==> src/rtl/ysyx_25040129_wb_arbiter_if.sv <==
// Bundle of the issue, write-back request and register-file write signals
// around the write-back arbiter.
//   master : issue stage / EXU / LSU / register-file side (drives requests,
//            observes readies, rf write port, scoreboard and error flag)
//   slave  : the arbiter itself
interface ysyx_25040129_wb_arbiter_if #(
    parameter int unsigned REGS_DIG = 5,
    parameter int unsigned XLEN     = 32
);
    localparam int unsigned NUM_REGS = 1 << REGS_DIG;

    // issue stage
    logic                iss_valid;
    logic                iss_ready;
    logic                iss_wen;
    logic [REGS_DIG-1:0] iss_rd;
    logic [REGS_DIG-1:0] iss_src1;
    logic [REGS_DIG-1:0] iss_src2;

    // EXU write-back request
    logic                exu_valid;
    logic                exu_ready;
    logic [REGS_DIG-1:0] exu_rd;
    logic [XLEN-1:0]     exu_data;

    // LSU write-back request
    logic                lsu_valid;
    logic                lsu_ready;
    logic [REGS_DIG-1:0] lsu_rd;
    logic [XLEN-1:0]     lsu_data;

    // register file write port and status
    logic                rf_wen;
    logic [REGS_DIG-1:0] rf_rd;
    logic [XLEN-1:0]     rf_wdata;
    logic [NUM_REGS-1:0] busy;
    logic                err;

    modport master (
        output iss_valid, iss_wen, iss_rd, iss_src1, iss_src2,
        output exu_valid, exu_rd, exu_data,
        output lsu_valid, lsu_rd, lsu_data,
        input  iss_ready, exu_ready, lsu_ready,
        input  rf_wen, rf_rd, rf_wdata, busy, err
    );

    modport slave (
        input  iss_valid, iss_wen, iss_rd, iss_src1, iss_src2,
        input  exu_valid, exu_rd, exu_data,
        input  lsu_valid, lsu_rd, lsu_data,
        output iss_ready, exu_ready, lsu_ready,
        output rf_wen, rf_rd, rf_wdata, busy, err
    );
endinterface

==> src/rtl/ysyx_25040129_wb_arbiter.sv <==
// Write-back scheduler: round-robin arbitration of the single register-file
// write port between EXU and LSU, plus a per-register busy scoreboard that
// holds issue on RAW/WAW hazards.
//   clk  : clock, all state on rising edge
//   rst  : asynchronous active-low reset
//   bus  : issue handshake (iss_*), EXU/LSU write-back requests (exu_*/lsu_*),
//          registered rf write port (rf_wen/rf_rd/rf_wdata), busy, sticky err.
//          iss_ready/exu_ready/lsu_ready are combinational.
module ysyx_25040129_wb_arbiter #(
    parameter int unsigned REGS_DIG = 5,
    parameter int unsigned XLEN     = 32
) (
    input  logic                            clk,
    input  logic                            rst,
    ysyx_25040129_wb_arbiter_if.slave       bus
);
    localparam int unsigned NUM_REGS = 1 << REGS_DIG;

    // Which requester received the most recent grant.
    typedef enum logic {
        LAST_EXU = 1'b0,
        LAST_LSU = 1'b1
    } last_e;

    last_e               last_q,     last_d;
    logic [NUM_REGS-1:0] busy_q,     busy_d;
    logic                rf_wen_q,   rf_wen_d;
    logic [REGS_DIG-1:0] rf_rd_q,    rf_rd_d;
    logic [XLEN-1:0]     rf_wdata_q, rf_wdata_d;
    logic                err_q,      err_d;

    logic                iss_ready_c;
    logic                grant_exu_c;
    logic                grant_lsu_c;
    logic [REGS_DIG-1:0] wb_rd_c;
    logic [XLEN-1:0]     wb_data_c;
    logic [NUM_REGS-1:0] set_mask_c;
    logic [NUM_REGS-1:0] clr_mask_c;

    // State register.
    always_ff @(posedge clk or negedge rst) begin
        if (!rst) begin
            last_q     <= LAST_LSU;
            busy_q     <= '0;
            rf_wen_q   <= 1'b0;
            rf_rd_q    <= '0;
            rf_wdata_q <= '0;
            err_q      <= 1'b0;
        end else begin
            last_q     <= last_d;
            busy_q     <= busy_d;
            rf_wen_q   <= rf_wen_d;
            rf_rd_q    <= rf_rd_d;
            rf_wdata_q <= rf_wdata_d;
            err_q      <= err_d;
        end
    end

    // Hazard check, arbitration and next-state.
    always_comb begin
        last_d      = last_q;
        rf_wen_d    = 1'b0;
        rf_rd_d     = rf_rd_q;
        rf_wdata_d  = rf_wdata_q;
        err_d       = err_q;
        set_mask_c  = '0;
        clr_mask_c  = '0;

        // busy_q[0] is always 0, so x0 never causes a stall.
        iss_ready_c = !(busy_q[bus.iss_src1] | busy_q[bus.iss_src2] |
                        (bus.iss_wen & busy_q[bus.iss_rd]));

        // On a tie the requester that was not granted last wins.
        grant_exu_c = bus.exu_valid & (!bus.lsu_valid | (last_q == LAST_LSU));
        grant_lsu_c = bus.lsu_valid & (!bus.exu_valid | (last_q == LAST_EXU));

        wb_rd_c   = grant_lsu_c ? bus.lsu_rd   : bus.exu_rd;
        wb_data_c = grant_lsu_c ? bus.lsu_data : bus.exu_data;

        if (grant_exu_c) begin
            last_d = LAST_EXU;
        end else if (grant_lsu_c) begin
            last_d = LAST_LSU;
        end

        if (grant_exu_c | grant_lsu_c) begin
            rf_wen_d   = (wb_rd_c != '0);
            rf_rd_d    = wb_rd_c;
            rf_wdata_d = wb_data_c;
        end

        // Writing a register nobody is waiting on indicates a protocol bug.
        err_d = err_q | (rf_wen_d & ~busy_q[wb_rd_c]);

        // The write currently on the rf port retires its scoreboard entry.
        if (rf_wen_q) begin
            clr_mask_c[rf_rd_q] = 1'b1;
        end
        if (bus.iss_valid & iss_ready_c & bus.iss_wen & (bus.iss_rd != '0)) begin
            set_mask_c[bus.iss_rd] = 1'b1;
        end

        // Set wins over clear on the same index.
        busy_d    = (busy_q & ~clr_mask_c) | set_mask_c;
        busy_d[0] = 1'b0;
    end

    assign bus.iss_ready = iss_ready_c;
    assign bus.exu_ready = grant_exu_c;
    assign bus.lsu_ready = grant_lsu_c;
    assign bus.rf_wen    = rf_wen_q;
    assign bus.rf_rd     = rf_rd_q;
    assign bus.rf_wdata  = rf_wdata_q;
    assign bus.busy      = busy_q;
    assign bus.err       = err_q;

endmodule

==> src/flat_wrapper.sv <==
// flat-port wrapper written by rule: the top's interface ports become plain ports
module ysyx_25040129_wb_arbiter_flat 
#(
    parameter int unsigned REGS_DIG = 5,
    parameter int unsigned XLEN     = 32
)
  (clk, rst, bus_iss_valid, bus_iss_wen, bus_iss_rd, bus_iss_src1, bus_iss_src2, bus_exu_valid, bus_exu_rd, bus_exu_data, bus_lsu_valid, bus_lsu_rd, bus_lsu_data, bus_iss_ready, bus_exu_ready, bus_lsu_ready, bus_rf_wen, bus_rf_rd, bus_rf_wdata, bus_busy, bus_err);
  ysyx_25040129_wb_arbiter_if #(.REGS_DIG(REGS_DIG), .XLEN(XLEN)) bus_i ();
  input  logic clk;
  input  logic rst;
  input wire logic [$bits(bus_i.iss_valid)-1:0] bus_iss_valid;
  input wire logic [$bits(bus_i.iss_wen)-1:0] bus_iss_wen;
  input wire logic [$bits(bus_i.iss_rd)-1:0] bus_iss_rd;
  input wire logic [$bits(bus_i.iss_src1)-1:0] bus_iss_src1;
  input wire logic [$bits(bus_i.iss_src2)-1:0] bus_iss_src2;
  input wire logic [$bits(bus_i.exu_valid)-1:0] bus_exu_valid;
  input wire logic [$bits(bus_i.exu_rd)-1:0] bus_exu_rd;
  input wire logic [$bits(bus_i.exu_data)-1:0] bus_exu_data;
  input wire logic [$bits(bus_i.lsu_valid)-1:0] bus_lsu_valid;
  input wire logic [$bits(bus_i.lsu_rd)-1:0] bus_lsu_rd;
  input wire logic [$bits(bus_i.lsu_data)-1:0] bus_lsu_data;
  output wire logic [$bits(bus_i.iss_ready)-1:0] bus_iss_ready;
  output wire logic [$bits(bus_i.exu_ready)-1:0] bus_exu_ready;
  output wire logic [$bits(bus_i.lsu_ready)-1:0] bus_lsu_ready;
  output wire logic [$bits(bus_i.rf_wen)-1:0] bus_rf_wen;
  output wire logic [$bits(bus_i.rf_rd)-1:0] bus_rf_rd;
  output wire logic [$bits(bus_i.rf_wdata)-1:0] bus_rf_wdata;
  output wire logic [$bits(bus_i.busy)-1:0] bus_busy;
  output wire logic [$bits(bus_i.err)-1:0] bus_err;
  assign bus_i.iss_valid = bus_iss_valid;
  assign bus_i.iss_wen = bus_iss_wen;
  assign bus_i.iss_rd = bus_iss_rd;
  assign bus_i.iss_src1 = bus_iss_src1;
  assign bus_i.iss_src2 = bus_iss_src2;
  assign bus_i.exu_valid = bus_exu_valid;
  assign bus_i.exu_rd = bus_exu_rd;
  assign bus_i.exu_data = bus_exu_data;
  assign bus_i.lsu_valid = bus_lsu_valid;
  assign bus_i.lsu_rd = bus_lsu_rd;
  assign bus_i.lsu_data = bus_lsu_data;
  assign bus_iss_ready = bus_i.iss_ready;
  assign bus_exu_ready = bus_i.exu_ready;
  assign bus_lsu_ready = bus_i.lsu_ready;
  assign bus_rf_wen = bus_i.rf_wen;
  assign bus_rf_rd = bus_i.rf_rd;
  assign bus_rf_wdata = bus_i.rf_wdata;
  assign bus_busy = bus_i.busy;
  assign bus_err = bus_i.err;
  ysyx_25040129_wb_arbiter #(.REGS_DIG(REGS_DIG), .XLEN(XLEN)) u_core (.clk(clk), .rst(rst), .bus(bus_i));
endmodule
==> config.mk <==
export PLATFORM = sky130hd
export DESIGN_NAME = ysyx_25040129_wb_arbiter_flat
export DESIGN_NICKNAME = d
export VERILOG_FILES = /design/src/rtl/ysyx_25040129_wb_arbiter_if.sv /design/src/rtl/ysyx_25040129_wb_arbiter.sv /design/src/flat_wrapper.sv
export SDC_FILE = /design/constraint.sdc
export NUM_CORES = 1
export LEC_CHECK = 0
export CORE_UTILIZATION = 40
export CTS_CLUSTER_DIAMETER = 100
export DETAILED_ROUTE_END_ITERATION = 12
export PLACE_DENSITY_LB_ADDON = 0.1
export SLEW_MARGIN = 20
export SYNTH_ARGS = -nofsm -noshare
export SYNTH_HDL_FRONTEND = slang
export SYNTH_SLANG_ARGS = --single-unit
==> constraint.sdc <==
create_clock -name clk -period 4.3 [get_ports clk]
set_input_delay 0.645 -clock clk [delete_from_list [all_inputs] [get_ports clk]]
set_output_delay 0.645 -clock clk [all_outputs]
set_load 0.005 [all_outputs]
-- Word level (Yosys, flattened, before mapping)
Index checks and enable logic that the tools add are counted.
- register bits: 71
- output and inout bits: 74
- logic and storage cells: 58
- order comparisons: 7
- mux-type cells: 19
- bitwise operators: 18
- reduce and logical (&&, ||, !) cells: 8
- operator list (operator ; count):
    two-way mux 32 bit ; 3
    AND 32 bit ; 1
    NOT 32 bit ; 1
    bitwise OR 32 bit ; 1
    less-than comparator 5 x 6 -> 1 bit, second input constant ; 5
    binary-select mux 1 bit (select 5 bit) ; 4
    demux 1 bit (select 5 bit) ; 2
    greater-or-equal comparator 5 x 1 -> 1 bit, second input constant ; 2
    nonzero test 5 bit ; 2
    two-way mux 1 bit ; 9
    AND 1 bit ; 7
    bitwise OR 1 bit ; 6
    two-way mux 5 bit ; 1
    logical NOT 1 bit ; 3
    logical AND 1 bit ; 2
    NOT 1 bit ; 2
    nonzero test 2 bit ; 1

-- Logic depth before layout (Yosys ltp)
Gate-level depths: netlist of the first run.
- word-level depth: 10
- depth in mapped cells: 10

-- Worst setup path after synthesis of the first run
Ideal clock, no wire load.
- path kind: input -> output
- start: in bus_iss_src2[1]
- end: out bus_iss_ready
- data arrival time: 2.437 ns
- required time: 3.655 ns
- path slack: 1.218 ns
- cell stages on the path: 8
- path buffers: 2
- cell sequence: buf_6 -> mux4_1 -> mux4_2 -> nand2b_4 -> o211ai_2 -> nand4_4 -> buf_6 -> a21oi_1
- word-level cells in the longest chain between the ends: 5
- RTL lines (what ; line ; source):
    start, declared ; flat_wrapper.sv:15 ; input wire logic [$bits(bus_i.iss_src2)-1:0] bus_iss_src2;
    binary-select mux 1 bit (select 5 bit) ; ysyx_25040129_wb_arbiter.sv:70 ; iss_ready_c = !(busy_q[bus.iss_src1] | busy_q[bus.iss_src2] |
    two-way mux 1 bit (not written as such) ; ysyx_25040129_wb_arbiter.sv:70 ;
    bitwise OR 1 bit (2 in series) ; ysyx_25040129_wb_arbiter.sv:70 ;
    logical NOT 1 bit ; ysyx_25040129_wb_arbiter.sv:70 ;
    end, declared ; flat_wrapper.sv:22 ; output wire logic [$bits(bus_i.iss_ready)-1:0] bus_iss_ready;
No other way between the ends. The select of a mux whose other input is x is not followed.

-- Final worst setup path of the first run
- start: in bus_iss_src1[2]
- end: out bus_iss_ready
- word-level cells in the longest chain between the ends: 5
- RTL lines (what ; line ; source):
    start, declared ; flat_wrapper.sv:14 ; input wire logic [$bits(bus_i.iss_src1)-1:0] bus_iss_src1;
    binary-select mux 1 bit (select 5 bit) ; ysyx_25040129_wb_arbiter.sv:70 ;
    two-way mux 1 bit (not written as such) ; ysyx_25040129_wb_arbiter.sv:70 ;
    bitwise OR 1 bit (2 in series) ; ysyx_25040129_wb_arbiter.sv:70 ;
    logical NOT 1 bit ; ysyx_25040129_wb_arbiter.sv:70 ;
No other way between the ends. The select of a mux whose other input is x is not followed.

==> flow_summary.yaml, run 1 <==
floorplanning:
  chipHeight_um: 110.3
  die_x_um: 110.3
  start_util: 0.4109
  pin_count: 169
  die-area_um2: 12170
  fp-row-count: 39
  core-area_um2: 11420
logic_synthesis:
  ys.flop_type: "dfrtp_1"
  synthTopCellsByArea: "dfrtp_1 37%, mux2i_1 6.4%, nor2_1 5.6%"
  yosysWarnings: 0
  synth_edf_count: 0
  synthesis.instances: 496
  synth_area_um2: 4692
  synthDistinctLibCells: 51
  synth_nets: 591
  yosysTopAreaCell: "dfrtp_1"
  async_reset_ff_frac: 1.000
  ys_seq_area_frac: 0.3789
  yosysTopAreaCellShare: 0.3733
  ys_seq_elements: 71
  syn_avg_cell_area_um2: 9.460
cts:
  cts_sinks: 71
  root_buffer: "clkbuf_16"
  cts_tree: "built"
  cts.repair.resized: 0
  clk_pin_slew_ps: 50
  clock_latency_ps: 330
  cts_htree_levels: 3
  ctsLongestPathBuffers: 2
  cts_setup_buffers: 0
  cts_buffers: 9
  hold_buffers: 0
sta:
  fin_skew_ps: 4.530
  max_freq_ghz: 0.2495
  hold_viol: 0
  rsz0062_at_grt: "false"
  post-route-period-util: 0.9320
  setup_viol: 0
  finalMaxSlewViolations: 0
  fin_crit_ps: 4007
  worst_pin_slew_ps: 720.5
  fin_tns_setup_ps: 0
  slew_headroom: 0.5182
power:
  p_per_area_nw_per_um2: 506.3
  intPower_mw: 2.175
  p_switching_mw: 1.253
  ir_drop_v: 0.0003353
  pwr-share-comb: 0.418
  p_leak_nw: 2.715
  seqPwrFrac: 0.365
  swShare: 0.3656
  power.share.clock: 0.217
cells_and_area:
  synthToLayoutAreaGrowth_pct: 44.29
  final_cells: 796
  layout-drive-gt1-share: 0.1087
  nets: 744
  nFillCells: 1005
  diodes: 0
placed_design:
  dp.cells: 781
  io_buffers: 167
  dp_hpwl_um: 11780
  routabilityCongestion: 0.8974
critical_path:
  crit_path_top_delay_cell: "clkdlybuf4s50_1"
  crit_arrival_ps: 3360
  worst-setup-path-type: "in2out"
  r2r-end: "u_core.bus.busy[19]"
  r2r_setup_slack_ps: 1480
  crit_path_end_kind: "output pin"
  r2r_start: "u_core.bus.busy[9]"
  ff2ff_path_depth: 8
  critPathRequiredTime_ps: 3650
  crit_buf_inv: 2
  cp_cell_sequence: "clkdlybuf4s50_1, mux2i_1, a22oi_1, and3_1, a31oi_1, nand4_4, a21oi_1, clkdlybuf4s50_1"
  startpoint_type: "primary input"
  crit_family: "buffers and inverters"
  crit_top_cell: "clkdlybuf4s50_1"
  cpPeakStageDelay_ps: 940
  worstPathMaxFanout: 14
route:
  drc_errors: 0
  wirelength_um: 16570
  routed_via_density: 6.036
  firstDrtPassIters: 5
  vias: 4805
  drt_iter0_drc: 550
  ant_nets: 0
  wl_per_cell_um: 20.81
global_route:
  overflow: 0
  antenna_found_initial: 0
  grt_pass1_wl_um: 25300
  grt_util_all_layers: 0.2844
  grt_pass1_vias: 4744
  grt_start_max_net_pins: 47
status:
  run_status: "finished clean"
min_path:
  holdCritPathClass: "in2async"
flow_run:
  maxCapViolCount: 0
==> sequential cells by signal (all words and copies together) (netlist names) <==
| signal | flops |
|---|---|
| u_core.bus.busy | 31 |
| u_core.bus.rf_rd | 5 |
| u_core.bus.rf_wdata | 32 |
| u_core.bus.err | 1 |
| u_core.bus.rf_wen | 1 |
| u_core.last_q | 1 |
==> cell usage after synthesis (2+ instances only) <==
library cell,n
or4_1,2
nor3b_1,3
a311oi_1,2
mux2_2,8
nor3_1,4
dfrtp_1,70
nand2b_1,13
nand3_1,6
inv_1,11
mux4_2,11
a21oi_1,24
or2_2,2
a31oi_1,5
and3_1,2
nor2_1,70
or3b_2,2
mux4_1,6
a211oi_1,5
o41ai_1,22
nor2b_1,5
mux2i_1,30
nand2_1,34
or3_1,3
buf_2,5
o311ai_0,3
nand3b_1,6
o41ai_2,9
buf_6,4
a22oi_1,5
buf_1,6
o221ai_1,2
o22ai_1,30
clkbuf_1,26
o21ai_0,43
==> through the flow <==
stage	setup slack [ps]	utilization	hold slack, ps	power [mW]	instance area (um2)
2_1_floorplan	1218	-	349.4	1.771	4692
3_3_place_gp	127.8	0.5664	480.4	2.628	6467
3_5_place_dp	81.95	0.5664	485.9	2.654	6467
4_1_cts	64.22	0.5925	321.4	3.413	6765
5_1_grt	170.3	0.5929	350.2	3.592	6770
6_report	292.6	0.5929	317.6	3.428	6770
==> worst max path at each step <==
stage | from | to | cells after the start
after floorplan | bus_iss_src2[1] | bus_iss_ready | 8
after global placement | bus_iss_src2[1] | bus_iss_ready | 8
after detailed placement | bus_iss_src2[1] | bus_iss_ready | 8
after CTS | bus_iss_src2[1] | bus_iss_ready | 8
after global routing | bus_iss_rd[1] | bus_iss_ready | 8
final | bus_iss_src1[2] | bus_iss_ready | 8
==> kinds of logic after synthesis <==
kind of cell           Yosys count  share of synthesized area
other                            1                  0.0007992
buffers and inverters           53                    0.05093
and+or+nand+nor                159                     0.1656
AOI/OAI and AO/OA              157                     0.2341
muxes                           55                     0.1696
DFF                             71                     0.3789
==> cells in the final DEF, fill, tap and decap left out, types with 2 or more instances in the layout <==
cell type        count
a311oi_1             2
nor2b_1              5
mux2i_1             30
a22oi_1              5
mux4_1               6
a211oi_1             5
clkdlybuf4s50_1    164
o41ai_1             22
a21oi_1             24
o21ai_0             43
nor2_1              70
mux2_2               8
o41ai_2              9
or3_1                3
o22ai_1             30
nand3b_1             6
dfrtp_1             70
or2_2                2
nand3_1              6
and3_1               2
nand2_1             34
inv_1               11
o311ai_0             3
or4_1                2
dlymetal6s2s_1       2
or3b_2               2
clkbuf_8             2
buf_4               17
nor3_1               4
clkinv_2             3
nor3b_1              3
mux4_2              11
clkbuf_16            9
o221ai_1             2
a31oi_1              5
nand2b_1            13
==> cell type report <==
cell class	instances	area, um2	share of cell area
clock buffers	11	252.7	0.03733
flip-flops and latches	71	1778	0.2626
multi-input cells	372	2675	0.3951
inverters	11	41.29	0.006099
clock inverters	4	45.04	0.006653
repair buffers	184	1799	0.2658
well taps	143	178.9	0.02643
==> power groups by stage <==
stage	Sequential, mW	Clock (mW)	Combinational, mW
finish	1.25	0.745	1.43
global route	1.26	0.788	1.54
CTS	1.22	0.761	1.43
detailed placement	1.23	0	1.42
global placement	1.23	0	1.40
floorplan	1.08	0	0.691
==> routing by layer <==
| metal | vias up | routed length (um) | GRT usage |
|---|---|---|---|
| li1 | 2191 | - | - |
| met1 | 2306 | 6689 | 0.3619 |
| met2 | 247 | 7769 | 0.4468 |
| met3 | 61 | 1403 | 0.06820 |
| met4 | 0 | 705 | 0.1523 |
| met5 | - | 0 | 0 |
No activity file was read; power rests on OpenSTA's default activity.
==> run 2, diff against run 1 <==
- PLACE_DENSITY: default -> 0.74
- PLACE_DENSITY_LB_ADDON: 0.1 -> default
- SKIP_LAST_GASP: default -> 1
==> run 2 against run 1 <==
Setup slack worse by 30 ps. Maximum frequency is 0.75% lower. Sequential share of layout area is 0.068 points higher. Clock power is 1% lower. Non-clock buffer count is 2 lower. Largest cell class unchanged. Largest power group unchanged. Highest routed layer unchanged. Via count is 1.1% higher. Final cell count is 0.13% lower.
==> flow_summary.yaml, run 2 (same netlist as run 1, synthesis figures left out) <==
global_route:
  grt_start_max_net_pins: 46
  grt_util_all_layers: 0.2721
  grt_pass1_wl_um: 24620
  grt_pass1_vias: 4681
  antenna_found_initial: 0
  overflow: 0
power:
  intPower_mw: 2.156
  seqPwrFrac: 0.366
  power.share.clock: 0.216
  ir_drop_v: 0.0002979
  swShare: 0.3676
  p_leak_nw: 2.682
  p_switching_mw: 1.253
  p_per_area_nw_per_um2: 504.9
  pwr-share-comb: 0.418
critical_path:
  worstPathMaxFanout: 9
  crit_arrival_ps: 3390
  critPathRequiredTime_ps: 3650
  worst-setup-path-type: "in2out"
  crit_path_end_kind: "output pin"
  startpoint_type: "primary input"
cells_and_area:
  multi_input_area_um2: 2675
  layout-drive-gt1-share: 0.1028
  diodes: 0
  nFillCells: 976
  nets: 742
  final_cell_mix: "165 x clkdlybuf4s50_1, 70 x nor2_1, 70 x dfrtp_1"
  regArea_um2: 1778
  synthToLayoutAreaGrowth_pct: 43.92
  mostFrequentLayoutCell: "clkdlybuf4s50_1"
  final_cells: 795
  largest_reg_flops: 32
route:
  wl_per_cell_um: 20.58
  drc_errors: 0
  drt_iter0_drc: 499
  ant_nets: 0
  vias: 4857
  firstDrtPassIters: 5
  routed_via_density: 6.109
  wirelength_um: 16360
cts:
  ctsLongestPathBuffers: 2
  cts_sinks: 71
  cts_buffers: 9
  root_buffer: "clkbuf_16"
  cts_tree: "built"
  cts_htree_levels: 3
  clk_pin_slew_ps: 50
  hold_buffers: 0
  clock_latency_ps: 330
sta:
  layout_setup_ws_ps: 262.4
  finalMaxSlewViolations: 0
  fin_tns_setup_ps: 0
  worst_pin_slew_ps: 735.1
  slew_headroom: 0.4959
  post-route-period-util: 0.9390
  rsz0062_at_grt: "false"
  fin_crit_ps: 4038
  setup_viol: 0
  max_freq_ghz: 0.2477
  hold_viol: 0
  fin_skew_ps: 5.206
placed_design:
  io_buffers: 167
  dp.cells: 779
  place_ws_ps: 155.7
  dp_hpwl_um: 11630
  routabilityCongestion: 0.9377
floorplanning:
  die_x_um: 110.3
  core-area_um2: 11420
  die-area_um2: 12170
  fp-row-count: 39
  start_util: 0.4109
  chipHeight_um: 110.3
  pin_count: 169
flow_run:
  maxCapViolCount: 0
status:
  run_status: "finished clean"
min_path:
  holdCritPathClass: "in2async"
## run 2: changes by cell type in the layout (fill, tap and decap cells not counted)
cell / change
clkdlybuf4s50_1: +1
clkbuf_8: -1
dlymetal6s2s_1: -1
buf_4: -1
buf_2: -1
clkinvlp_4: +2
clkbuf_1: +3
clkinv_2: -3
## run 2: stage by stage
stage | hold WS, ps | power (mW) | area (um2) | util
2_1_floorplan | 349.4 | 1.771 | 4692 | -
3_3_place_gp | 477.9 | 2.623 | 6452 | 0.5651
3_5_place_dp | 500.2 | 2.650 | 6452 | 0.5651
4_1_cts | 513.3 | 3.392 | 6748 | 0.5909
5_1_grt | 357.9 | 3.569 | 6753 | 0.5914
6_report | 318.2 | 3.410 | 6753 | 0.5914
## run 2: worst max-delay path: stages
cell,delay (ps)
clkdlybuf4s50_1,740
buf_4,260
mux2_2,340
a22oi_1,180
o311ai_0,160
nor4_2,350
inv_1,70
a21oi_1,150
clkdlybuf4s50_1,510
## run 2: repair_timing
| item | in CTS | in global routing |
|---|---|---|
| buffers inserted | 0 | 0 |
| endpoints found under the setup margin | 0 | 1 |
| gates resized for setup | 0 | 1 |
## run 2: worst paths after layout
path | from | end | slack, ps | cells after the start
setup reg to reg | u_core.bus.busy[22] | u_core.bus.busy[5] | 1500 | 7
min in group clk | u_core.bus.rf_wdata[5] | u_core.bus.rf_wdata[5] | 510 | 2
hold reg to reg | u_core.bus.rf_wdata[5] | u_core.bus.rf_wdata[5] | 510 | 2
setup / recovery | bus_iss_rd[0] | bus_iss_ready | 260 | 9
max in group asynchronous | rst | u_core.last_q | 3160 | 2
hold / removal | rst | u_core.bus.busy[3] | 320 | 1
## run 2: area by class of cell
cell class | instances | area share
repair buffers | 182 | 0.2642
multi-input cells | 372 | 0.3961
flip-flops and latches | 71 | 0.2633
clock buffers | 13 | 0.03706
inverters | 11 | 0.006115
clock inverters | 3 | 0.006670
well taps | 143 | 0.02650
## run 2: layer usage
| layer | share of wire | up-vias | global-route usage |
|---|---|---|---|
| li1 | - | 2178 | - |
| met1 | 0.40 | 2334 | 0.3503 |
| met2 | 0.47 | 293 | 0.4437 |
| met3 | 0.096 | 52 | 0.05056 |
| met4 | 0.036 | 0 | 0.1250 |
| met5 | 0 | - | 0 |
## run 2: power groups by stage
stage / Clock [mW] / Combinational [mW] / Sequential (mW)
floorplan: 0 / 0.691 / 1.08
global placement: 0 / 1.38 / 1.25
detailed placement: 0 / 1.41 / 1.24
CTS: 0.745 / 1.42 / 1.22
global route: 0.779 / 1.54 / 1.25
finish: 0.736 / 1.42 / 1.25
